==> src/rtl/a2d_spi_resp.sv <==
// a2d_spi_resp: SPI responder for the 8-channel, 12-bit A2D serial link.
// It decodes the channel number in each 16-bit command frame shifted in on
// MOSI, and returns that channel's stored value on MISO in the next frame.
// Channel values are loaded through a simple host write port.
module a2d_spi_resp #(
    parameter bit          INVERT  = 1'b1,
    parameter logic [11:0] RST_VAL = 12'h000
) (
    input  logic        clk,
    input  logic        rst_n,
    input  logic        SS_n,
    input  logic        SCLK,
    input  logic        MOSI,
    output logic        MISO,
    input  logic        wr_en,
    input  logic [2:0]  wr_chnnl,
    input  logic [11:0] wr_data,
    output logic        frame_done,
    output logic [15:0] rx_cmd,
    output logic [2:0]  cur_chnnl,
    output logic        busy
);

    typedef enum logic [1:0] {
        WAIT_IDLE = 2'd0,
        IDLE      = 2'd1,
        ACTIVE    = 2'd2
    } state_t;

    state_t      state_q, state_d;

    // Synchronizer stages and the previous SCLK sample used for edge detection.
    logic        ss_meta_q, ss_sync_q;
    logic        sclk_meta_q, sclk_sync_q, sclk_prev_q;
    logic        mosi_meta_q, mosi_sync_q;
    logic        sclk_rise, sclk_fall;

    logic [3:0]  bit_cnt_q, bit_cnt_d;
    logic [15:0] rx_sr_q, rx_sr_d;
    logic [15:0] tx_sr_q, tx_sr_d;
    logic [15:0] rx_cmd_q, rx_cmd_d;
    logic [2:0]  cur_chnnl_q, cur_chnnl_d;
    logic        frame_done_q, frame_done_d;

    logic [11:0] data_q [8];
    logic [11:0] tx_word;

    // Two-flop synchronizers for the master's signals. SS_n resets to the
    // "selected" level so a transaction already in flight when reset drops
    // is held off in WAIT_IDLE until SS_n is genuinely seen high.
    always_ff @(posedge clk) begin
        if (!rst_n) begin
            ss_meta_q   <= 1'b0;
            ss_sync_q   <= 1'b0;
            sclk_meta_q <= 1'b1;
            sclk_sync_q <= 1'b1;
            sclk_prev_q <= 1'b1;
            mosi_meta_q <= 1'b0;
            mosi_sync_q <= 1'b0;
        end else begin
            ss_meta_q   <= SS_n;
            ss_sync_q   <= ss_meta_q;
            sclk_meta_q <= SCLK;
            sclk_sync_q <= sclk_meta_q;
            sclk_prev_q <= sclk_sync_q;
            mosi_meta_q <= MOSI;
            mosi_sync_q <= mosi_meta_q;
        end
    end

    assign sclk_rise = sclk_sync_q & ~sclk_prev_q;
    assign sclk_fall = ~sclk_sync_q & sclk_prev_q;

    // Response word for the currently selected channel; the read sees the
    // register before any same-cycle host write lands.
    assign tx_word = INVERT ? ~data_q[cur_chnnl_q] : data_q[cur_chnnl_q];

    // Per-channel conversion values, writable in any state.
    always_ff @(posedge clk) begin
        if (!rst_n) begin
            for (int unsigned i = 0; i < 8; i++) begin
                data_q[i] <= RST_VAL;
            end
        end else if (wr_en) begin
            data_q[wr_chnnl] <= wr_data;
        end
    end

    // State register.
    always_ff @(posedge clk) begin
        if (!rst_n) begin
            state_q <= WAIT_IDLE;
        end else begin
            state_q <= state_d;
        end
    end

    // Next-state and datapath update: receive on SCLK rise, transmit on fall.
    // Within IDLE and ACTIVE the synchronized SS_n level stands in for its
    // edges, since each state is only entered with SS_n at the opposite level.
    always_comb begin
        state_d      = state_q;
        bit_cnt_d    = bit_cnt_q;
        rx_sr_d      = rx_sr_q;
        tx_sr_d      = tx_sr_q;
        rx_cmd_d     = rx_cmd_q;
        cur_chnnl_d  = cur_chnnl_q;
        frame_done_d = 1'b0;

        case (state_q)
            WAIT_IDLE: begin
                if (ss_sync_q) begin
                    state_d = IDLE;
                end
            end

            IDLE: begin
                if (!ss_sync_q) begin
                    state_d   = ACTIVE;
                    bit_cnt_d = '0;
                end
            end

            ACTIVE: begin
                if (ss_sync_q) begin
                    // End of transaction; any partial frame is dropped.
                    state_d   = IDLE;
                    bit_cnt_d = '0;
                end else begin
                    if (sclk_rise) begin
                        rx_sr_d   = {rx_sr_q[14:0], mosi_sync_q};
                        bit_cnt_d = bit_cnt_q + 4'd1;
                        if (bit_cnt_q == 4'd15) begin
                            rx_cmd_d     = rx_sr_d;
                            cur_chnnl_d  = rx_sr_d[13:11];
                            frame_done_d = 1'b1;
                        end
                    end
                    if (sclk_fall) begin
                        if (bit_cnt_q == 4'd0) begin
                            tx_sr_d = {4'b0000, tx_word};
                        end else begin
                            tx_sr_d = {tx_sr_q[14:0], 1'b0};
                        end
                    end
                end
            end

            default: begin
                state_d = WAIT_IDLE;
            end
        endcase
    end

    // Datapath registers.
    always_ff @(posedge clk) begin
        if (!rst_n) begin
            bit_cnt_q    <= '0;
            rx_sr_q      <= '0;
            tx_sr_q      <= '0;
            rx_cmd_q     <= '0;
            cur_chnnl_q  <= '0;
            frame_done_q <= 1'b0;
        end else begin
            bit_cnt_q    <= bit_cnt_d;
            rx_sr_q      <= rx_sr_d;
            tx_sr_q      <= tx_sr_d;
            rx_cmd_q     <= rx_cmd_d;
            cur_chnnl_q  <= cur_chnnl_d;
            frame_done_q <= frame_done_d;
        end
    end

    assign MISO       = (state_q == ACTIVE) & tx_sr_q[15];
    assign busy       = (state_q == ACTIVE);
    assign frame_done = frame_done_q;
    assign rx_cmd     = rx_cmd_q;
    assign cur_chnnl  = cur_chnnl_q;

endmodule
==> config.mk <==
export PLATFORM = sky130hd
export DESIGN_NAME = a2d_spi_resp
export DESIGN_NICKNAME = d
export VERILOG_FILES = /design/src/rtl/a2d_spi_resp.sv
export SDC_FILE = /design/constraint.sdc
export NUM_CORES = 1
export LEC_CHECK = 0
export ABC_AREA = 1
export CAP_MARGIN = 25
export CORE_MARGIN = 3
export CORE_UTILIZATION = 42
export CTS_BUF_LIST = sky130_fd_sc_hd__clkbuf_4 sky130_fd_sc_hd__clkbuf_8
export CTS_CLUSTER_SIZE = 28
export DETAILED_ROUTE_END_ITERATION = 6
export GPL_TIMING_DRIVEN = 0
export HOLD_SLACK_MARGIN = 0.02
export SYNTH_ARGS = -nofsm -noshare
export SYNTH_HDL_FRONTEND = slang
export SYNTH_SLANG_ARGS = --single-unit
==> constraint.sdc <==
create_clock -name clk -period 1.58 [get_ports clk]
set_input_delay 0.474 -clock clk [delete_from_list [all_inputs] [get_ports clk]]
set_output_delay 0.474 -clock clk [all_outputs]
set_load 0.03 [all_outputs]
==> results.ini <==
[global_route]
overflow=0
grt_max_degree=17
grt_usage_pct=19.3
grt_pass1_vias=5195
antenna_found_initial=0
grt_pass1_wl_mm=26.8

[sta]
worst_pin_slew_ns=0.522
slew_headroom_pct=65.2
final_max_slew_viol_count=0
whs_ns=0.417
fmax_mhz=592
finalSetupTns_ns=-0.282
setup_viol=8
fin_crit_sh_pct=107
hold_violations=0
skew_ns=0.0116
setup_ws_ns=-0.109
min_period_ns=1.69
rsz0062_at_grt=true

[route]
drt_iter0_markers=454
drtAntennaViolNets=0
drc=0
firstDrtPassIters=6
avgViaCountPerCell=5.10
num_vias=5323
routed_wl_mm=16.6
wl_per_cell_um=15.9

[floorplanning]
core_sq_um=15500
die_y_um=133
num_rows=45
start_util_pct=43.7
die_area_sq_um=17700
ios=43
die_w_um=133

[critical_path]
critPathKind=reg2out
max_stage_delay_ns=0.37
required_ns=1.11
path_max_fanout=3
startpoint_type=flip-flop
path_cells=inv_4 > ha_4 > nand2_2 > inv_2 > buf_6
slowest_stage=dfxtp_4
arrival_ns=1.21
endpoint_kind=output pin

[logic_synthesis]
avgSynthCellArea_sq_um=9.04
syn_area_sq_um=6760
ys_warn_count=0
synth_edf_count=96
async_flop_share_pct=0
ys_seq_area_share_pct=61.6
synth_ff_type=edfxtp_1
synth_top_area_cell=edfxtp_1
yosysUniqueCellTypes=27
synthCells=748
synthTopCellsByArea=edfxtp_1 (43%), dfxtp_1 (19%), nand2_1 (8.6%)
syn_nets=777
ys_seq_elements=160
synth_top_area_share_pct=42.6

[power]
power_leakage_nw=3.37
power_density_nw_per_um2=1010
ir_drop_uv=650

[final_layout]
regArea_sq_um=4170
fin_area_sq_um=8170
area_growth_pct=20.9
multi_input_comb_area_sq_um=2440
fill_cells=1460
layoutNonFillerInstCount=1044
drive_gt1_share_pct=17.3
antenna_cells=0
nets=849

[placed_design]
place_area_sq_um=7440
hpwl_mm=11.4
io_buffers=42
dp_slack_ns=-1.31
dp_cells=1001
routabilityCongestion=0.852

[outcome]
failed_checks=setup timing
outcome=finished with violations

[clock_network]
numCtsBuffers=17
clk_pin_slew_ns=0.08
clk_latency_ns=0.45
cts_hold_buffers=0
cts.htree.levels=4
ctsLongestPathBuffers=2
cts_root_buf=clkbuf_8
cts.sink_count=160
cts_tree=built

[worst_hold_path]
hp-class=reg2reg

[flow_run]
maxCapViolCount=0

-- synth_stat cells (8+ instances only) --
cell type  instances
inv_1             44
nand3_1          103
o21ai_0           23
nand2_1          154
clkbuf_1          23
dfxtp_1           64
o21ai_1            9
buf_1              8
nor2_1           141
a21oi_1           45
edfxtp_1          96
ha_1               8
-- cells by family after synthesis --
kind of cell | share of synthesized area (%)
AOI/OAI and AO/OA | 6.00
xor gates and xnor gates | 0.130
adders and majority gates | 1.48
buffers and inverters | 5.61
DFF | 61.6
and+or+nand+nor | 25.2
-- metrics by stage --
stage               util [%]  power, mW
floorplan                  -       5.07
global placement        48.1       5.26
detailed placement      48.1       5.28
CTS                     52.4       8.29
global route            52.8       8.57
finish                  52.8       8.25
-- cells in the final DEF, fill, tap and decap left out, drive strengths merged, types with 2 or more instances in the layout --
cell / synthesis / layout
buf: 20 / 48
clkdlybuf4s50: 0 / 16
nand4: 2 / 2
dlygate4sd2: 0 / 3
bufinv: 0 / 2
edfxtp: 96 / 96
inv: 47 / 48
a21oi: 45 / 45
nand2: 155 / 159
clkinvlp: 0 / 3
clkbuf: 24 / 43
dfxtp: 64 / 64
ha: 8 / 8
or2: 3 / 3
o22ai: 2 / 2
nand3: 104 / 104
nor2: 142 / 142
o21ai: 32 / 32
clkinv: 1 / 8
-- power breakdown --
part           internal, mW  switching, mW
sequential             4.59         0.0650
combinational         0.225          0.406
clock                  1.44           1.52
total                  6.26           2.00
-- metal layers --
metal  global-route usage (%)  vias to the layer above  share of wire [%]  wire [um]
met4                     7.16                        0                2.4        391
met2                     30.9                      167                 47       7890
met3                     4.52                       24                5.7        940
met5                        0                        -                  0          0
met1                     25.8                     2508                 44       7400
li1                         -                     2624                  -          -
-- sequential cells by signal, summed over array words and instances, names as in the netlist, named ones only --
register / flops
mosi_meta_q: 1
tx_sr_q: 16
state_q: 2
bit_cnt_q: 4
sclk_prev_q: 1
mosi_sync_q: 1
rx_sr_q: 15
rx_cmd: 16
frame_done: 1
ss_sync_q: 1
ss_meta_q: 1
sclk_meta_q: 1
data_q: 96
sclk_sync_q: 1
-- final cells by class --
cell class                      count  area share (%)
Buffer                             42            3.57
Clock buffer                       19            3.05
Clock inverter                     13            1.71
Inverter                           48            2.33
Multi-Input combinational cell    500            29.9
Sequential cell                   160            51.1
Tap cell                          211            3.23
Timing Repair Buffer               51            5.17
-- worst max-delay path, delay by kind of cell (launching register included) --
family        cells  cell delay (ns)
buf+inv           3             0.19
fa+ha+maj         1             0.15
flops             1             0.37
simple gates      1             0.06
-- timing repair --
action	in CTS	in global routing
setup buffers	8	1
cloned	4	0
endpoints found under the setup margin	238	106
endpoints found under the hold margin	0	0
pin swaps	9	2
resized for setup	188	56
-- worst paths after layout --
| check | from | end | slack (ns) | depth (start not counted) |
|---|---|---|---|---|
| min reg2reg | sclk_meta_q | sclk_sync_q | 0.42 | 1 |
| max | state_q[0] | MISO | -0.11 | 5 |
| max reg2reg | state_q[0] | rx_cmd[3] | -0.04 | 10 |
| min | sclk_meta_q | sclk_sync_q | 0.42 | 1 |
Power figures use the tool's default switching activity.
